<file path="src/rtl/hilo_div_ctrl_pkg.sv">
// Shared types and helpers for the HI/LO divide sequencer.
package hilo_div_ctrl_pkg;

    typedef enum logic [1:0] {
        IDLE  = 2'd0,
        START = 2'd1,
        RUN   = 2'd2
    } state_t;

    localparam logic [31:0] DIVZ_LO_DEF = 32'hFFFF_FFFF;

    function automatic logic [31:0] neg32(input logic [31:0] v);
        return ~v + 32'd1;
    endfunction

endpackage

</file>
<file path="src/rtl/hilo_div_if.sv">
// Link between the divide sequencer and the iterative divider.
interface hilo_div_if;

    logic [31:0] dv_dividend;
    logic [31:0] dv_divisor;
    logic        dv_start;
    logic [31:0] dv_q;
    logic [31:0] dv_r;
    logic        dv_busy;

    modport master (
        output dv_dividend,
        output dv_divisor,
        output dv_start,
        input  dv_q,
        input  dv_r,
        input  dv_busy
    );

    modport slave (
        input  dv_dividend,
        input  dv_divisor,
        input  dv_start,
        output dv_q,
        output dv_r,
        output dv_busy
    );

endinterface

</file>
<file path="src/rtl/hilo_div_ctrl.sv">
// DIV/DIVU sequencer: sign handling around the unsigned divider,
// HI/LO ownership and pipeline stall.
module hilo_div_ctrl
    import hilo_div_ctrl_pkg::*;
#(
    parameter logic [31:0] DIVZ_LO = DIVZ_LO_DEF
) (
    input  logic        clock,
    input  logic        reset,
    input  logic        div_req,
    input  logic        div_signed,
    input  logic [31:0] rs_val,
    input  logic [31:0] rt_val,
    input  logic        hi_we,
    input  logic        lo_we,
    input  logic [31:0] mt_wdata,
    output logic [31:0] hi,
    output logic [31:0] lo,
    output logic        stall,
    hilo_div_if.master  dv
);

    state_t      state;
    state_t      state_nx;
    logic [31:0] dividend;
    logic [31:0] divisor;
    logic        q_neg;
    logic        r_neg;
    logic        guard;
    logic        div_go;
    logic        done;
    logic        rs_neg;
    logic        rt_neg;

    assign div_go = div_req & (rt_val != 32'd0);
    assign rs_neg = div_signed & rs_val[31];
    assign rt_neg = div_signed & rt_val[31];
    assign done   = (state == RUN) & ~guard & ~dv.dv_busy;

    assign dv.dv_dividend = dividend;
    assign dv.dv_divisor  = divisor;

    always_ff @(posedge clock) begin
        if (reset) begin
            state <= IDLE;
        end else begin
            state <= state_nx;
        end
    end

    always_comb begin
        state_nx    = state;
        dv.dv_start = 1'b0;
        stall       = 1'b1;
        unique case (state)
            IDLE: begin
                stall = div_go;
                if (div_go) begin
                    state_nx = START;
                end
            end
            START: begin
                dv.dv_start = 1'b1;
                state_nx    = RUN;
            end
            RUN: begin
                if (done) begin
                    state_nx = IDLE;
                end
            end
            default: begin
                state_nx = IDLE;
            end
        endcase
    end

    // guard masks the first RUN cycle, before busy reflects the launch
    always_ff @(posedge clock) begin
        if (reset) begin
            hi       <= 32'd0;
            lo       <= 32'd0;
            dividend <= 32'd0;
            divisor  <= 32'd0;
            q_neg    <= 1'b0;
            r_neg    <= 1'b0;
            guard    <= 1'b0;
        end else begin
            guard <= (state == START);
            if (state == IDLE) begin
                if (div_go) begin
                    dividend <= rs_neg ? neg32(rs_val) : rs_val;
                    divisor  <= rt_neg ? neg32(rt_val) : rt_val;
                    q_neg    <= rs_neg ^ rt_neg;
                    r_neg    <= rs_neg;
                end else if (div_req) begin
                    hi <= rs_val;
                    lo <= DIVZ_LO;
                end else begin
                    if (hi_we) begin
                        hi <= mt_wdata;
                    end
                    if (lo_we) begin
                        lo <= mt_wdata;
                    end
                end
            end
            if (done) begin
                lo <= q_neg ? neg32(dv.dv_q) : dv.dv_q;
                hi <= r_neg ? neg32(dv.dv_r) : dv.dv_r;
            end
        end
    end

endmodule

</file>
<file path="src/flat_wrapper.sv">
// flat-port wrapper written by rule: the top's interface ports become plain ports
module hilo_div_ctrl_flat import hilo_div_ctrl_pkg::*;
#(
    parameter logic [31:0] DIVZ_LO = DIVZ_LO_DEF
)
  (clock, reset, div_req, div_signed, rs_val, rt_val, hi_we, lo_we, mt_wdata, hi, lo, stall, dv_dv_dividend, dv_dv_divisor, dv_dv_start, dv_dv_q, dv_dv_r, dv_dv_busy);
  hilo_div_if dv_i ();
  input  logic clock;
  input  logic reset;
  input  logic div_req;
  input  logic div_signed;
  input  logic [31:0] rs_val;
  input  logic [31:0] rt_val;
  input  logic hi_we;
  input  logic lo_we;
  input  logic [31:0] mt_wdata;
  output logic [31:0] hi;
  output logic [31:0] lo;
  output logic stall;
  output wire logic [$bits(dv_i.dv_dividend)-1:0] dv_dv_dividend;
  output wire logic [$bits(dv_i.dv_divisor)-1:0] dv_dv_divisor;
  output wire logic [$bits(dv_i.dv_start)-1:0] dv_dv_start;
  input wire logic [$bits(dv_i.dv_q)-1:0] dv_dv_q;
  input wire logic [$bits(dv_i.dv_r)-1:0] dv_dv_r;
  input wire logic [$bits(dv_i.dv_busy)-1:0] dv_dv_busy;
  assign dv_dv_dividend = dv_i.dv_dividend;
  assign dv_dv_divisor = dv_i.dv_divisor;
  assign dv_dv_start = dv_i.dv_start;
  assign dv_i.dv_q = dv_dv_q;
  assign dv_i.dv_r = dv_dv_r;
  assign dv_i.dv_busy = dv_dv_busy;
  hilo_div_ctrl #(.DIVZ_LO(DIVZ_LO)) u_core (.clock(clock), .reset(reset), .div_req(div_req), .div_signed(div_signed), .rs_val(rs_val), .rt_val(rt_val), .hi_we(hi_we), .lo_we(lo_we), .mt_wdata(mt_wdata), .hi(hi), .lo(lo), .stall(stall), .dv(dv_i));
endmodule
</file>
<file path="config.mk">
export PLATFORM = sky130hd
export DESIGN_NAME = hilo_div_ctrl_flat
export DESIGN_NICKNAME = d
export VERILOG_FILES = /design/src/rtl/hilo_div_ctrl_pkg.sv /design/src/rtl/hilo_div_if.sv /design/src/rtl/hilo_div_ctrl.sv /design/src/flat_wrapper.sv
export SDC_FILE = /design/constraint.sdc
export NUM_CORES = 1
export LEC_CHECK = 0
export ABC_CLOCK_PERIOD_IN_PS = 8700
export BUFFER_PORTS_ARGS = -buffer_cell sky130_fd_sc_hd__buf_2
export CORE_ASPECT_RATIO = 1.25
export CORE_MARGIN = 3
export CORE_UTILIZATION = 54
export DETAILED_ROUTE_END_ITERATION = 8
export GPL_ROUTABILITY_DRIVEN = 0
export GPL_TIMING_DRIVEN = 0
export HOLD_SLACK_MARGIN = 0.12
export PLACE_DENSITY = 0.86
export SYNTH_ARGS = -nofsm -noshare
export SYNTH_HDL_FRONTEND = slang
export SYNTH_SLANG_ARGS = --single-unit
</file>
<file path="constraint.sdc">
create_clock -name clock -period 8.7 [get_ports clock]
set_input_delay 2.61 -clock clock [delete_from_list [all_inputs] [get_ports clock]]
set_output_delay 2.61 -clock clock [all_outputs]
set_load 0.005 [all_outputs]
</file>
# ---- Word-level counts from Yosys, hierarchy flattened
# Cells that the tools add are included.
dict set report totals {
  register_bits 133
  latch_bits 0
  ram_bits 0
  rom_bits 0
  input_bits 167
  output_inout_bits 130
  wordCells 57
  mem_count 0
}
dict set report classes {
  add_sub_neg 4
  mul 0
  div_mod_pow 0
  magnitude_cmp 0
  eq_ne 5
  shift 0
  muxes 19
  n_bitwise 12
  n_reduce_logical 9
}
# op count
set op_table {}
lappend op_table {{$mux 32} 14}
lappend op_table {{$add 32x1->32 const B} 4}
lappend op_table {{$not 32->32} 4}
lappend op_table {{$reduce_bool 32->1} 1}
lappend op_table {{$pmux 2 s3} 1}
lappend op_table {{$reduce_and 3->1} 2}
lappend op_table {{$reduce_bool 3->1} 2}
lappend op_table {{$and 1x1->1} 5}
lappend op_table {{$mux 2} 2}
lappend op_table {{$ne 2x1->1 const B} 2}
lappend op_table {{$reduce_and 2->1} 2}
lappend op_table {{$eq 2x1->1 const B} 1}
lappend op_table {{$eq 2x2->1 const B} 1}
lappend op_table {{$logic_not 2->1} 1}
lappend op_table {{$mux 1} 2}
lappend op_table {{$ne 2x2->1 const B} 1}
lappend op_table {{$not 1->1} 2}
lappend op_table {{$reduce_bool 2->1} 1}
lappend op_table {{$xor 1x1->1} 1}

# ---- Depth between registers and ports, before layout
dict set report depth {
  ltp_word 5
  depth_mapped 11
}

# ---- Least setup slack after synthesis
# OpenSTA, ideal clock, no wires.
dict set report synth_path {
  path_type {input port to output port}
  from {in rt_val[0]}
  to {out stall}
  arrival_time_ps 4223
  slack_ps 1867
  stages 7
  path_buffers 1
  path_cell_list {inv_1 > ha_1 > nor4b_2 > nand4_1 > clkbuf_1 > nor4_2 > o21ai_0}
}
dict set report synth_between {
  elab_chain_len 3
}
# item line_no
set synth_lines {}
lappend synth_lines {{start: declaration} flat_wrapper.sv:13} ;# input logic [31:0] rt_val;
lappend synth_lines {{$reduce_bool 32->1} hilo_div_ctrl.sv:35} ;# assign div_go = div_req & (rt_val != 32'd0);
lappend synth_lines {{$and 1x1->1} hilo_div_ctrl.sv:35}
lappend synth_lines {{$mux 1} hilo_div_ctrl.sv:55} ;# unique case (state)
lappend synth_lines {{end: declaration} flat_wrapper.sv:19} ;# output logic stall;
# No other way between the ends.

# ---- Final worst setup path
# Same ends and word-level chain as after synthesis.

==> reports/results.ini <==
[outcome]
status = finished, final reports clean

[clocking]
cts_buffers = 17
htree_num_levels = 4
cts_setup_buffers = 0
insertion_delay_ps = 420
ctsHoldBuffers = 0
clk_pin_slew_ps = 60
root_buffer = clkbuf_16
cts_sinks = 133
clock_path_buffers = 2
cts-resized-gates = 0
cts_tree = built

[sta]
finalHoldViolations = 0
fin_tns_setup_ps = 0
post-route-period-util_pct = 88.2
holdWs_ps = 447
rsz0062_at_grt = false
worst_slew_pin_slew_ps = 806
max-slew-margin-rel_pct = 46.2
finalSetupViolCount = 0
skew_ps = 10.2
fmax_mhz = 130
maxSlewViolCount = 0
period_needed_ps = 7670

[global_routing]
track_usage_pct = 36.2
grt_pass1_wl_um = 46200
grt_pass1_vias = 8776
use_met3_pct = 8.12
antenna_found_initial = 2
grt_overflow_total = 0
grt.met1_usage_pct = 42.7
grt_most_used_layer = met2
gr-usage-met2_pct = 59.5
grt_max_degree = 17

[min_path]
hp-start = u_core.hi[8]
min_path_type = flip-flop to flip-flop

[finish]
layout_commonest_cell = buf_2
area_growth_pct = 28.7
multiInputGateArea_mm2 = 0.00502
drive_above_1_share_pct = 26.9
seq_area_mm2 = 0.00266
mostFrequentLayoutCells = buf_2 (308), dfxtp_1 (133), nand2_1 (101)
fin_nets = 1486
fill_cells = 1231

[setup_path]
cp.required_ps = 6090
critPathLaunchType = input pin
crit_path_end_kind = output pin
cp_top_family = simple AND/OR/NAND/NOR gates
slowest_delay_ps = 700
r2r_start = u_core.state[1]
arrival_ps = 5060
cp_max_fo = 10
path_cells = buf_2, inv_1, ha_1, nor4b_2, nand4_1, clkbuf_1, nor4_2, o21ai_0, buf_2
crit_type = input pin to output pin
cpMaxStageDelayCell = nor4_2
critPathMostFrequentCell = buf_2
path_buf_inv = 4
setup.worst_path.start = rt_val[0]

[route]
dr_total_vias = 9316
drc = 0
vias_per_cell = 6.17
first_pass_iters = 5
ant_nets = 0
wirelength_um = 30800
routedWlPerCell_um = 20.4
drt_iter0_markers = 882

[synth]
ys_types = 57
synth_xor_area_share_pct = 12.4
yosys_warnings = 0
yosys.area_share.adder_pct = 0.622
synth_top_family_by_area = compound AO/OA/AOI/OAI gates
synth-compound-area-share_pct = 26.1
synthCells = 1001
syn_nets = 1172
synth_top_flop_cell = dfxtp_1
ys_ff_latch = 133
yosys.area_share.simple_pct = 19.6
synthArstFlopShare_pct = 0
synth.area.mux_share_pct = 3.65
synth-edff-count = 0
syn-cell-area_mm2 = 0.00805
ys_seq_area_share_pct = 33.1
syn_avg_cell_area_um2 = 8.04

[power_and_ir_drop]
p_int_mw = 1.30
power.share.clock_pct = 40.3
peakVddDrop_mv = 0.142
finalPower_mw = 1.84
switchingPower_uw = 532
p_leak_nw = 4.31
p_comb_share_pct = 21.9
sw_frac_of_total_pct = 29.0
pwr-share-seq_pct = 37.8
p_per_area_mw_per_mm2 = 177

[floorplanning]
row_count = 49
start_util_pct = 55.7
core_area_mm2 = 0.0145
die-area_mm2 = 0.0164
die_w_um = 115
io_pins = 297
die_y_um = 143

[placement]
port_buffers = 295
place_hpwl_um = 24300

[run]
cap_violations = 0

==> flip-flops by register name, summed over array words and instances, names as in the netlist <==
signal,flops
u_core.dv.dv_dividend,32
u_core.dv.dv_divisor,32
u_core.guard,1
u_core.hi,32
u_core.lo,32
u_core.q_neg,1
u_core.r_neg,1
u_core.state,2
==> synthesized netlist by cell type, drive strengths merged, types with 6 or more instances <==
master  count  share of area [%]
inv        13               0.61
xnor2      60                6.5
nor2       98                4.6
dfxtp     133                 33
nand3      11               0.68
nor4       11               0.93
or3        18                1.4
nor3       19                1.2
xor2       54                5.9
o211ai     25                2.3
a21oi      73                4.5
mux2i      26                3.2
nand2b      8               0.62
buf        17                1.2
nand2     101                4.7
o31ai      33                3.1
o221ai     17                1.8
or2         6               0.47
nor2b       8               0.62
o41ai      21                2.3
or4        16                1.6
clkbuf     60                2.8
and3        6               0.53
o21ai      42                2.6
a211oi     60                5.6
==> metal layers <==
metal | routed length (µm) | up-vias | share of wire, %
met3 | 2620 | 117 | 8.5
li1 | - | 4341 | -
met2 | 14400 | 538 | 47
met4 | 2040 | 0 | 6.6
met5 | 0 | - | 0
met1 | 11700 | 4320 | 38
==> logic make-up after synthesis <==
| group | count (synthesis) |
|---|---|
| AOI/OAI and AO/OA | 307 |
| adders and majority gates | 4 |
| DFF | 133 |
| and+or+nand+nor | 324 |
| buffers and inverters | 90 |
| muxes | 29 |
| xor gates and xnor gates | 114 |
==> area by class of cell <==
cell class | count | area share [%]
Antenna cell | 3 | 0.0724
Buffer | 77 | 3.09
Clock buffer | 24 | 4.65
Clock inverter | 8 | 1.18
Inverter | 13 | 0.471
Multi-Input combinational cell | 778 | 48.4
Sequential cell | 133 | 25.7
Tap cell | 178 | 2.15
Timing Repair Buffer | 295 | 14.2
==> worst min-delay path, delay by kind of cell, from the launching register on <==
family	cells	cell delay, ps
and+or+nand+nor	1	50
AOI/OAI and AO/OA	1	50
DFF	1	300
==> stage by stage <==
stage / setup WS, ps / util [%] / cell area [µm²] / cells
finish: 1030 / 71.6 / 10400 / 1509
global route: 892 / 71.6 / 10400 / 1508
CTS: 1050 / 71.6 / 10400 / 1506
detailed placement: 1060 / 67.4 / 9750 / 1474
global placement: 1080 / 67.4 / 9750 / 1474
floorplan: 1870 / - / 8050 / 1001
==> power by group through the flow <==
stage / clock network, mW / logic [mW] / registers (mW)
after floorplan: 0 / 0.204 / 0.708
after global placement: 0 / 0.386 / 0.704
after detailed placement: 0 / 0.394 / 0.705
after CTS: 0.741 / 0.397 / 0.693
after global routing: 0.771 / 0.439 / 0.698
final: 0.740 / 0.403 / 0.693
==> worst paths after layout <==
kind                  endpoint  slack [ps]  cells past startpoint
setup / recovery         stall        1030                      9
hold / removal    u_core.hi[8]         450                      2
setup reg to reg  u_core.hi[1]        6170                      9
hold reg to reg   u_core.hi[8]         450                      2
No activity file was read; power rests on OpenSTA's default activity.
